### src/rtl/inst_mem_responder.sv
// Instruction-memory responder: byte-serial program load feeding a pipelined, field-split fetch port.
// Optional macro LOAD_CHECKSUM_EN treats the load_last byte as a mod-256 checksum of the stored bytes.
module inst_mem_responder #(
    parameter int DEPTH  = 256,
    parameter int ADDR_W = 8,
    parameter int DATA_W = 8
) (
    input  logic              clk,
    input  logic              reset_n,
    input  logic              load_start,
    input  logic              load_valid,
    input  logic [DATA_W-1:0] load_data,
    input  logic              load_last,
    output logic              load_ready,
    output logic              load_done,
    output logic              load_err,
    output logic              busy,
    input  logic              fetch_req,
    input  logic [ADDR_W-1:0] fetch_addr,
    output logic              fetch_ack,
    output logic [DATA_W-1:0] fetch_data,
    output logic [2:0]        opcode,
    output logic [1:0]        rs_inst,
    output logic [4:0]        low5_bits
);

    typedef enum logic [1:0] {IDLE, LOAD, RUN} state_t;

    state_t            state;
    state_t            state_nxt;
    logic [ADDR_W-1:0] ptr;
    logic [ADDR_W-1:0] wr_addr;
    logic              wr_en;
    logic              wr_end;
    logic              done_nxt;
    logic              err_set;
    logic              accept_p0;
    logic              vld_p1;
    logic [DATA_W-1:0] data_p1;

    logic [DATA_W-1:0] mem [DEPTH];

    // A load_start inside LOAD restarts the pointer, so that cycle's byte lands at address 0.
    assign wr_addr = load_start ? '0 : ptr;
    assign wr_end  = (wr_addr == ADDR_W'(DEPTH - 1));

`ifdef LOAD_CHECKSUM_EN
    logic [DATA_W-1:0] sum;
    logic [DATA_W-1:0] sum_base;
    logic              cks_ok;

    assign sum_base = load_start ? '0 : sum;
    assign cks_ok   = (load_data == sum_base);
    assign wr_en    = (state == LOAD) && load_valid && !load_last;
`else
    assign wr_en    = (state == LOAD) && load_valid;
`endif

    always_comb begin
        state_nxt = state;
        done_nxt  = 1'b0;
        err_set   = 1'b0;
        case (state)
            IDLE: if (load_start) state_nxt = LOAD;
            RUN:  if (load_start) state_nxt = LOAD;
            LOAD: begin
                if (load_valid && load_last) begin
`ifdef LOAD_CHECKSUM_EN
                    if (cks_ok) begin
                        state_nxt = RUN;
                        done_nxt  = 1'b1;
                    end else begin
                        state_nxt = IDLE;
                        err_set   = 1'b1;
                    end
`else
                    state_nxt = RUN;
                    done_nxt  = 1'b1;
`endif
                end else if (load_valid && wr_end) begin
                    state_nxt = RUN;
                    done_nxt  = 1'b1;
                end
            end
            default: state_nxt = IDLE;
        endcase
    end

    always_ff @(posedge clk or negedge reset_n) begin
        if (!reset_n) begin
            state     <= IDLE;
            ptr       <= '0;
            load_done <= 1'b0;
        end else begin
            state     <= state_nxt;
            load_done <= done_nxt;
            if (wr_en)
                ptr <= wr_addr + 1'b1;
            else if (load_start)
                ptr <= '0;
        end
    end

`ifdef LOAD_CHECKSUM_EN
    always_ff @(posedge clk or negedge reset_n) begin
        if (!reset_n) begin
            sum      <= '0;
            load_err <= 1'b0;
        end else begin
            sum <= sum_base + (wr_en ? load_data : '0);
            if (load_start)
                load_err <= 1'b0;
            else if (err_set)
                load_err <= 1'b1;
        end
    end
`else
    assign load_err = 1'b0;
`endif

    always_ff @(posedge clk) begin
        if (wr_en)
            mem[wr_addr] <= load_data;
    end

    // Stage p0 -> p1: request accepted only in RUN and never alongside load_start.
    assign accept_p0 = (state == RUN) && fetch_req && !load_start;

    always_ff @(posedge clk or negedge reset_n) begin
        if (!reset_n) begin
            vld_p1  <= 1'b0;
            data_p1 <= '0;
        end else begin
            vld_p1 <= accept_p0;
            if (accept_p0)
                data_p1 <= mem[fetch_addr];
        end
    end

    assign fetch_ack  = vld_p1;
    assign fetch_data = data_p1;
    assign opcode     = data_p1[7:5];
    assign rs_inst    = data_p1[4:3];
    assign low5_bits  = data_p1[4:0];
    assign load_ready = (state == LOAD);
    assign busy       = (state != RUN);

endmodule

### config.mk
export PLATFORM = sky130hd
export DESIGN_NAME = inst_mem_responder
export DESIGN_NICKNAME = d
export VERILOG_FILES = /design/src/rtl/inst_mem_responder.sv
export SDC_FILE = /design/constraint.sdc
export NUM_CORES = 2
export LEC_CHECK = 0
export BUFFER_PORTS_ARGS = -buffer_cell sky130_fd_sc_hd__buf_2
export CORE_MARGIN = 8
export CORE_UTILIZATION = 57
export DETAILED_ROUTE_END_ITERATION = 16
export PLACE_DENSITY_LB_ADDON = 0.05
export SYNTH_ARGS = -nofsm -noshare
export SYNTH_HDL_FRONTEND = slang
export SYNTH_SLANG_ARGS = --single-unit
export TNS_END_PERCENT = 50
### constraint.sdc
create_clock -name clk -period 2.46 [get_ports clk]
set_input_delay 0.246 -clock clk [delete_from_list [all_inputs] [get_ports clk]]
set_output_delay 0.246 -clock clk [all_outputs]
set_load 0.01 [all_outputs]
==> flow_summary.yaml <==
run_status:
  status: "completed"
hold_path:
  holdCritPathClass: "in2reg"
  timing.hold.worst_path_depth: 1
  hold_path_end: "mem[64][7]"
  hp-start: "load_data[7]"
floorplanning:
  die_width_um: 393
  start_util_pct: 57.4
  num_rows: 138
  core_sq_mm: 0.141
  fp.dieArea_sq_mm: 0.155
  die-height_um: 393
  io_pins: 45
yosys:
  synth_enable_flop_cells: 2048
  yosysWarningCount: 0
  synth-seq-area-share_pct: 76.4
  synth_nets: 4059
  syn_avg_cell_area_sq_um: 20.1
  count_of_mapped_cells_out_of_synthesis: 4033
  syn-cell-area_sq_mm: 0.0812
  synth_async_sr_flop_share_pct: 0.967
  synthDominantCellAreaShare_pct: 75.8
  synth_top_cell_by_area: "edfxtp_1"
  netlist-cell-type-count: 71
  dominantRegCellSynth: "edfxtp_1"
  post_synth_main_area_contributors: "edfxtp_1 76%, mux4_2 9.7%, mux2i_1 4.0%"
  synth-seq-cells: 2068
placed_design:
  routabilityCongestion: 0.900
  placed_cells_incl_taps: 6505
  dp.final_hpwl_mm: 144
  port_buffers: 43
  postPlaceCellArea_sq_mm: 0.0892
clocking:
  clock_tree_from_tritoncts: "yes"
  cts_made_buffers: 202
  ctsHtreeMaxLevel: 4
  clock_path_buffers: 3
  cts_root_buffer: "clkbuf_16"
  tritoncts_num_sinks: 2068
  cts.clk_slew.worst_paths_ns: 0.06
  clock_latency_at_the_later_pin_of_the_worst_skew_pair_ns: 0.84
worst_setup_path:
  critPathKind: "reg2reg"
  worst-r2r-setup-slack_ns: 0.03
  crit_arrival_ns: 3.19
  worst_r2r_path_depth: 12
  cp_cell_sequence: "nand2b_4 -> nor2_4 -> nand2_2 -> inv_1 -> buf_4 -> nand2_1 -> buf_12 -> a31oi_4 -> buf_4 -> o211ai_1 -> nor4_4 -> a211o_1"
  worst_path_most_repeated_cell: "buf_4"
  reg2reg_capture_point: "fetch_data[7]"
  setup.worst_path.start_class: "flip-flop"
  worst_path_cell_with_the_longest_stage_delay: "nor4_4"
  timing.critical_path.slowest_cell_delay_ns: 0.52
  worstReg2RegStart: "state[0]"
  critical_path.n_buffers_inverters: 4
  crit_required_ns: 3.22
  cp_top_family: "simple AND/OR/NAND/NOR gates"
  endpoint_kind_of_the_worst_setup_timing_path: "flip-flop"
  crit_fanout: 8
routing:
  dr.first_iter.drc_count: 4947
  wire_per_inst_um: 31.3
  finalWirelength_mm: 215
  detailedRoute.firstPassIterationCount: 6
  routed_via_density: 6.29
  ant_nets: 0
  remaining_drc_errors: 0
  routed-via-count: 43300
global_routing:
  grt_use_total_pct: 27.4
  pin_count_of_the_biggest_net_entering_global_routing: 94
  global_route_wire_length_before_repair_mm: 307
  initial_antenna_violation_count: 9
  grt-ovfl-total: 0
  via_count_of_the_first_global_routing_pass: 43100
sta:
  maxSlewHeadroom_pct: 39.7
  clock_skew_ns: 0.0277
  final_max_slew_viol_count: 0
  worst_slew_pin_slew_ns: 0.879
  period_needed_ns: 2.43
  finalHoldViolCount: 0
  setup_viol: 0
  holdWs_ns: 0.0470
  final_min_period_over_clock_period_pct: 98.9
  maxClockFrequency_mhz: 411
cells_and_area:
  final_layout_size_suffix_gt1_share_pct: 30.5
  post_layout_nonfiller_instances: 6886
  most_common_library_cell_in_the_layout_ignoring_fill_and_taps: "edfxtp_1"
  areaGrowthSynthToFinish_pct: 18.1
  highest_count_cells_in_the_layout_ignoring_fill_and_taps: "2048 x edfxtp_1, 696 x buf_4, 349 x mux4_2"
  final_design_area_no_fill_sq_mm: 0.0959
  num-nets-final: 4861
power_and_ir_drop:
  maximum_vdd_ir_drop_mv: 0.690
  total_leakage_power_uw: 0.0323
  power_density_mw_per_mm2: 764
run:
  drv_cap: 0
## through the flow
stage	power, uW	setup TNS (ns)	utilization [%]	setup WS, ns
after floorplan	41700	-31.08	-	-0.0817
after global placement	44000	-10.90	63.1	-1.13
after detailed placement	44000	-11.15	63.1	-1.12
after CTS	73600	-0.0547	67.7	-0.0401
after global routing	75100	-0.0102	67.8	-0.0102
final	73300	0	67.8	0.0262
## kinds of logic after synthesis
kind of cell | share of synthesized area (%)
AOI/OAI and AO/OA | 3.85
xor gates and xnor gates | 0.0647
adders and majority gates | 0.0617
buffers and inverters | 2.31
DFF | 76.4
muxes | 14.2
other | 0.00462
and+or+nand+nor | 3.13
## worst max path at each step
stage / from / cells past startpoint / to / slack [ns]
2_1_floorplan: state[1] / 7 / mem[113][0] / -0.08
3_3_place_gp: fetch_addr[2] / 12 / fetch_data[7] / -1.13
3_5_place_dp: fetch_addr[2] / 12 / fetch_data[7] / -1.12
4_1_cts: state[0] / 11 / fetch_data[4] / -0.04
5_1_grt: state[0] / 12 / fetch_data[7] / -0.01
6_report: state[0] / 12 / fetch_data[7] / 0.03
## per-layer routing
layer,GRT usage (%),routed length (um),vias up
li1,-,-,18300
met2,42.3,100000,1988
met3,8.08,21700,351
met4,8.24,7080,6
met1,38.4,86600,22700
met5,0,28,-
## where the power goes
| group | leakage (uW) | total, uW | internal (uW) | switching [uW] |
|---|---|---|---|---|
| Clock | 0.00309 | 29900 | 17200 | 12800 |
| Combinational | 0.0105 | 4300 | 1720 | 2580 |
| Sequential | 0.0187 | 39000 | 38800 | 233 |
## Yosys cell counts, types with 10 or more instances
cell type	count
clkbuf_1	84
buf_8	18
buf_2	42
nand4_1	11
nor3_1	13
nand2_1	69
a2111oi_0	22
and3_1	10
a221oi_1	15
buf_6	56
a22oi_1	49
nor4_1	12
nor2b_1	25
mux4_1	13
nand3_1	43
o21ai_0	54
or3_1	11
buf_4	40
nor2_1	301
o22ai_1	98
a211oi_1	54
mux2i_1	321
dfrtp_1	20
and2_1	22
o221ai_1	48
a21oi_1	61
edfxtp_1	2048
mux4_2	348
## state kept, by name, indices dropped and copies added (netlist names)
name	count
fetch_ack	1
load_done	1
mem	2048
fetch_data	8
ptr	8
state	2
## timing repair
| item | in CTS | in global routing |
|---|---|---|
| gates resized for setup | 16 | 27 |
| pin swaps | 1 | 8 |
| endpoints found under the hold margin | 458 | 0 |
| hold buffers | 15 | 0 |
| endpoints found under the setup margin | 60 | 83 |
| setup buffers | 0 | 1 |
## layout make-up
type                            count  area (sq um)
Tap cell                         1890          2360
Inverter                           10          40.0
Antenna cell                        1          2.50
Timing Repair Buffer              850          7620
Clock buffer                      262          5400
Multi-Input combinational cell   1703         17500
Sequential cell                  2068         62000
Fill cell                        9157         45500
Clock inverter                    102           953
Note: power is estimated with default switching activity, not from simulation.
